File: config.mk
export PLATFORM = sky130hd
export DESIGN_NAME = f_fetch_unit
export DESIGN_NICKNAME = d
export VERILOG_FILES = /design/src/rtl/f_fetch_unit.sv
export SDC_FILE = /design/constraint.sdc
export NUM_CORES = 1
export LEC_CHECK = 0
export BUFFER_PORTS_ARGS = -buffer_cell sky130_fd_sc_hd__buf_2
export CAP_MARGIN = 25
export CORE_UTILIZATION = 45
export CTS_CLUSTER_DIAMETER = 120
export CTS_CLUSTER_SIZE = 10
export DETAILED_ROUTE_END_ITERATION = 8
export HOLD_SLACK_MARGIN = 0.02
export PLACE_DENSITY = 0.75
export SLEW_MARGIN = 20
export SYNTH_ARGS = -nofsm -noshare
export SYNTH_HDL_FRONTEND = slang
export SYNTH_SLANG_ARGS = --single-unit
export TNS_END_PERCENT = 100
File: constraint.sdc
create_clock -name clk -period 2.8 [get_ports clk]
set_clock_uncertainty 0.2 [all_clocks]
set_input_delay 0.56 -clock clk [delete_from_list [all_inputs] [get_ports clk]]
set_output_delay 0.56 -clock clk [all_outputs]
set_load 0.03 [all_outputs]
File: src/rtl/f_fetch_unit.sv
`default_nettype none
// ============================================================================
//  Module      : f_fetch_unit
//  Description : Fetch stage of the MIPS pipeline. Owns the PC register,
//                selects the next PC (sequential or a redirect from D),
//                drives the instruction-memory address and presents the
//                fetched word, PC and link address to the F/D register.
//                A redirect that arrives while the pipe is stalled is held
//                and applied on the first non-stalled edge.
//  Revision    : 1.0 - initial release
// ----------------------------------------------------------------------------
//  Configuration macro:
//    F_FETCH_EXC_EN  - when defined, misaligned or out-of-window fetch
//                      addresses raise AdEL (code 4) and the fetched word is
//                      replaced by a nop. When undefined, no fetch exceptions.
// ----------------------------------------------------------------------------
//  Ports:
//    clk           in   1   clock, rising edge
//    reset         in   1   synchronous, active-high
//    stall         in   1   hazard stall (same signal holding the F/D reg)
//    D_redirect    in   1   taken branch / j / jal / jr resolved in D
//    D_target      in   32  redirect target PC
//    i_inst_addr   out  32  instruction memory address (= F_pc)
//    i_inst_rdata  in   32  instruction memory read data (combinational)
//    F_pc          out  32  PC of the instruction in F
//    F_pc8         out  32  F_pc + 8 (link address)
//    F_instr       out  32  fetched instruction to the F/D register
//    F_exc_code    out  5   fetch exception code, 0 = none
//    fetch_cnt     out  32  count of cycles in which F advanced
// ============================================================================
module f_fetch_unit #(
    parameter logic [31:0] PC_RESET = 32'h0000_3000,
    parameter logic [31:0] IM_BASE  = 32'h0000_3000,
    parameter logic [31:0] IM_LIMIT = 32'h0000_6FFF
) (
    input  logic        clk,
    input  logic        reset,
    input  logic        stall,
    input  logic        D_redirect,
    input  logic [31:0] D_target,
    output logic [31:0] i_inst_addr,
    input  logic [31:0] i_inst_rdata,
    output logic [31:0] F_pc,
    output logic [31:0] F_pc8,
    output logic [31:0] F_instr,
    output logic [4:0]  F_exc_code,
    output logic [31:0] fetch_cnt
);

    localparam logic [4:0] EXC_NONE = 5'd0;

    // ST_PEND means a redirect was seen during a stall and is still owed.
    typedef enum logic [0:0] {
        ST_IDLE = 1'b0,
        ST_PEND = 1'b1
    } state_t;

    state_t      state_q, state_d;
    logic [31:0] pc_q, pc_d;
    logic [31:0] pend_tgt_q, pend_tgt_d;
    logic [31:0] fetch_cnt_q, fetch_cnt_d;

    // ------------------------------------------------------------------
    // State register
    // ------------------------------------------------------------------
    always_ff @(posedge clk) begin
        if (reset) begin
            state_q     <= ST_IDLE;
            pc_q        <= PC_RESET;
            pend_tgt_q  <= 32'h0;
            fetch_cnt_q <= 32'h0;
        end else begin
            state_q     <= state_d;
            pc_q        <= pc_d;
            pend_tgt_q  <= pend_tgt_d;
            fetch_cnt_q <= fetch_cnt_d;
        end
    end

    // ------------------------------------------------------------------
    // Next-PC selection. A redirect from D targets the instruction after
    // the delay slot, which is already in F, so it replaces the next PC
    // and never the current one.
    // ------------------------------------------------------------------
    always_comb begin
        state_d     = state_q;
        pc_d        = pc_q;
        pend_tgt_d  = pend_tgt_q;
        fetch_cnt_d = stall ? fetch_cnt_q : fetch_cnt_q + 32'd1;

        case (state_q)
            ST_IDLE: begin
                if (!stall) begin
                    pc_d = D_redirect ? D_target : pc_q + 32'd4;
                end else if (D_redirect) begin
                    pend_tgt_d = D_target;
                    state_d    = ST_PEND;
                end
            end
            ST_PEND: begin
                if (stall) begin
                    // Newest redirect wins while still stalled.
                    if (D_redirect) begin
                        pend_tgt_d = D_target;
                    end
                end else begin
                    // A live redirect is younger than the held one.
                    pc_d    = D_redirect ? D_target : pend_tgt_q;
                    state_d = ST_IDLE;
                end
            end
            default: begin
                state_d = ST_IDLE;
            end
        endcase
    end

    // ------------------------------------------------------------------
    // Outputs
    // ------------------------------------------------------------------
    assign i_inst_addr = pc_q;
    assign F_pc        = pc_q;
    assign F_pc8       = pc_q + 32'd8;
    assign fetch_cnt   = fetch_cnt_q;

`ifdef F_FETCH_EXC_EN
    localparam logic [4:0] EXC_ADEL = 5'd4;

    logic w_addr_bad;
    assign w_addr_bad = (pc_q[1:0] != 2'b00) || (pc_q < IM_BASE) || (pc_q > IM_LIMIT);
    assign F_exc_code = w_addr_bad ? EXC_ADEL : EXC_NONE;
    assign F_instr    = w_addr_bad ? 32'h0 : i_inst_rdata;
`else
    // Address window only matters when fetch exceptions are enabled.
    logic w_unused_params;
    assign w_unused_params = ^{IM_BASE, IM_LIMIT};
    assign F_exc_code      = EXC_NONE;
    assign F_instr         = i_inst_rdata;
`endif

endmodule
`default_nettype wire

==> impl_metrics.json <==
{
  "antenna_cells": 0,
  "critPathMaxStageDelay_ns": 0.33,
  "reg2reg_from": "F_pc[3]$_SDFFE_PP0P_",
  "startpoint_type": "flop",
  "power.density_nw_per_um2": 453,
  "wl_mm": 16.4,
  "min_period_over_period_pct": 99.1,
  "crit_path_end_kind": "output port",
  "design_area_um2": 7200,
  "grt_pass1_wl_mm": 25.4,
  "clkTransAtPathRegs_ns": 0.06,
  "htree_levels": 3,
  "syn_area_um2": 5930,
  "yosysMostFrequentCell": "nand2_1",
  "rows": 41,
  "drt-pass1-iter-count": 5,
  "ant_nets": 0,
  "synth-seq-area-share_pct": 32.7,
  "period_minus_slack_ns": 2.77,
  "final_util_pct": 56.6,
  "grt_max_degree": 67,
  "cts_tree": "done",
  "drive_gt1_share_pct": 31.3,
  "grt_pass1_vias": 4892,
  "reg2reg_depth": 7,
  "finalMaxSlewViolations": 0,
  "first_iter_violations": 480,
  "hold_path_class": "reg2reg",
  "io_pins": 233,
  "dp.cells": 1055,
  "io_buffers": 163,
  "rsz0062_at_grt": "yes",
  "synth_cell_types": 57,
  "grt_util_all_layers_pct": 23.7,
  "root_buffer": "clkbuf_16",
  "synth_flop_cell": "dfxtp_1",
  "antenna_found_initial": 1,
  "gp_congestion": 0.877,
  "hold_violations": 0,
  "synthTopCellsByArea": "dfxtp_1 (33%), buf_4 (9.1%), nand2_1 (9.0%)",
  "yosysTopAreaCell": "dfxtp_1",
  "cts.sinks": 97,
  "vias": 5808,
  "slew_headroom_pct": 54.9,
  "async_flop_share_pct": 0,
  "post_drt_wl_per_cell_um": 15.2,
  "ys_warn_count": 0,
  "die_w_um": 117,
  "cts_hold_buf": 0,
  "ys_ff_latch": 97,
  "place_area_um2": 6750,
  "cts_buffer_depth": 2,
  "crit_path_max_fanout": 11,
  "p_leak_nw": 3.22,
  "worstPathCellList": "buf_4, nand4_1, nor3_4, buf_6, nand4_1, xnor2_2, buf_6",
  "clock_latency_ns": 0.34,
  "cts_buffers": 9,
  "die-area_um2": 13600,
  "peakVddDrop_mv": 0.330,
  "synth_common_cells": "nand2_1 (142), dfxtp_1 (97), buf_4 (72), a21oi_1 (69), nor2_1 (67)",
  "crit_slowest_cell": "dfxtp_1",
  "die_h_um": 117,
  "fmax_ghz": 0.361,
  "viasPerCell": 5.38,
  "outcome": "completed",
  "min_from": "pend_tgt_q[31]$_SDFFE_PP0P_",
  "syn_avg_cell_area_um2": 7.49,
  "start_util_pct": 46.6,
  "fin_cells": 1079,
  "drv_cap": 0,
  "setup_violations": 0,
  "hold_path_depth": 2,
  "core_um2": 12700,
  "nets": 975,
  "hold_end": "pend_tgt_q[31]$_SDFFE_PP0P_",
  "syn_inst": 792,
  "dp_hpwl_mm": 11.9,
  "arrival_ns": 2.01,
  "worst-slew-pin-transition_ns": 0.677,
  "reg2reg_to": "F_pc[28]$_SDFFE_PP0P_",
  "path_class": "reg2out",
  "finalSetupTns_ns": 0,
  "grt_overflow": 0,
  "area_growth_pct": 21.4,
  "synth_edf_count": 0,
  "critPathBufInv": 3,
  "ff2ff_setup_slack_ns": 0.44,
  "worst_ep_required_time_ns": 2.04,
  "yosysTopAreaCellShare_pct": 32.7,
  "critPathTopFamily": "simple AND/OR/NAND/NOR gates",
  "drcViolationCount": 0
}
repair_timing:
item,4_1_cts,5_1_grt
pin swaps,3,8
setup buffers,4,6
resized for setup,9,33
setup endpoints to repair,14,16
through the flow:
stage / hold WS [ns] / setup slack [ns] / power [mW]
finish: 0.252 / 0.0262 / 3.26
global route: 0.269 / -0.0571 / 3.39
CTS: 0.253 / 0.00194 / 3.26
detailed placement: 0.245 / 0.164 / 2.19
global placement: 0.238 / 0.167 / 2.18
floorplan: 0.232 / -0.0574 / 2.10
registers in the layout, indices dropped and copies added, names as in the netlist:
name and count:
fetch_cnt 32, F_pc 32, state_q 1, pend_tgt_q 32
report_power, final:
group          switching, mW  internal, mW
clock network          0.485         0.592
logic                  0.467         0.229
registers             0.0539          1.43
total                   1.01          2.26
layout make-up:
cell class                      count  area, µm²
Timing Repair Buffer              217       1280
Multi-Input combinational cell    564       3440
Sequential cell                    97       1960
Fill cell                        1223       5520
Clock buffer                       13        240
Tap cell                          172        215
Inverter                           15       56.3
Clock inverter                      1       5.00
logic make-up after synthesis:
kind of cell               count (synthesis)  synth area share [%]
and+or+nand+nor                          332                  27.7
AOI/OAI and AO/OA                        162                  16.1
buffers and inverters                    135                  13.5
DFF                                       97                  32.7
xor gates and xnor gates                  56                  8.27
muxes                                      6                  1.01
adders and majority gates                  3                 0.633
other                                      1                0.0632
layer usage:
layer | vias to the layer above | part of all wire, % | track usage, %
li1 | 2866 | - | -
met1 | 2682 | 45 | 34.6
met2 | 233 | 45 | 34.8
met3 | 25 | 8.4 | 4.02
met4 | 2 | 1.6 | 8.95
met5 | - | 0.079 | 0
layout by cell type (no fill, tap or decap), types with 4 or more instances in the layout:
cell type | Yosys | layout
dfxtp_4 | 0 | 4
nor4_4 | 4 | 4
buf_4 | 72 | 57
clkbuf_16 | 0 | 9
a21oi_1 | 69 | 69
nand2_2 | 1 | 4
nand3_1 | 34 | 32
o211ai_1 | 5 | 5
nor2_1 | 67 | 65
xnor2_2 | 0 | 10
and3_1 | 7 | 7
dfxtp_2 | 0 | 6
inv_1 | 13 | 13
nand3_2 | 3 | 4
nor3_4 | 0 | 4
a41oi_1 | 5 | 5
xnor2_1 | 25 | 12
dfxtp_1 | 97 | 87
and4_1 | 6 | 6
conb_1 | 1 | 5
clkbuf_1 | 36 | 4
nor2b_1 | 4 | 4
mux2i_1 | 6 | 6
buf_2 | 4 | 153
o32ai_1 | 4 | 4
nand2_1 | 142 | 139
nand4_1 | 18 | 18
a31oi_1 | 12 | 12
o21ai_0 | 44 | 44
nor3_1 | 11 | 10
xor2_1 | 31 | 29
buf_6 | 2 | 6
and2_1 | 8 | 8
worst register-to-register path, delay by kind of cell, from the launching register on:
kind,cells,cell delay [ns]
flip-flops,1,0.38
buffers and inverters,1,0.13
AO/OA/AOI/OAI,1,0.33
AND/OR/NAND/NOR,4,0.98
adder cells (fa/ha/maj),1,0.18
worst max path at each step:
stage	cells after the start	startpoint	end
final	7	F_pc[5]$_SDFFE_PP0P_	F_pc8[31]
after global routing	7	F_pc[3]$_SDFFE_PP0P_	F_pc8[31]
after CTS	6	F_pc[15]$_SDFFE_PP0P_	F_pc8[25]
after detailed placement	6	F_pc[8]$_SDFFE_PP0P_	F_pc8[26]
after global placement	6	F_pc[8]$_SDFFE_PP0P_	F_pc8[30]
after floorplan	6	F_pc[4]$_SDFFE_PP0P_	F_pc8[19]
Note: power is estimated with default switching activity, not from simulation.
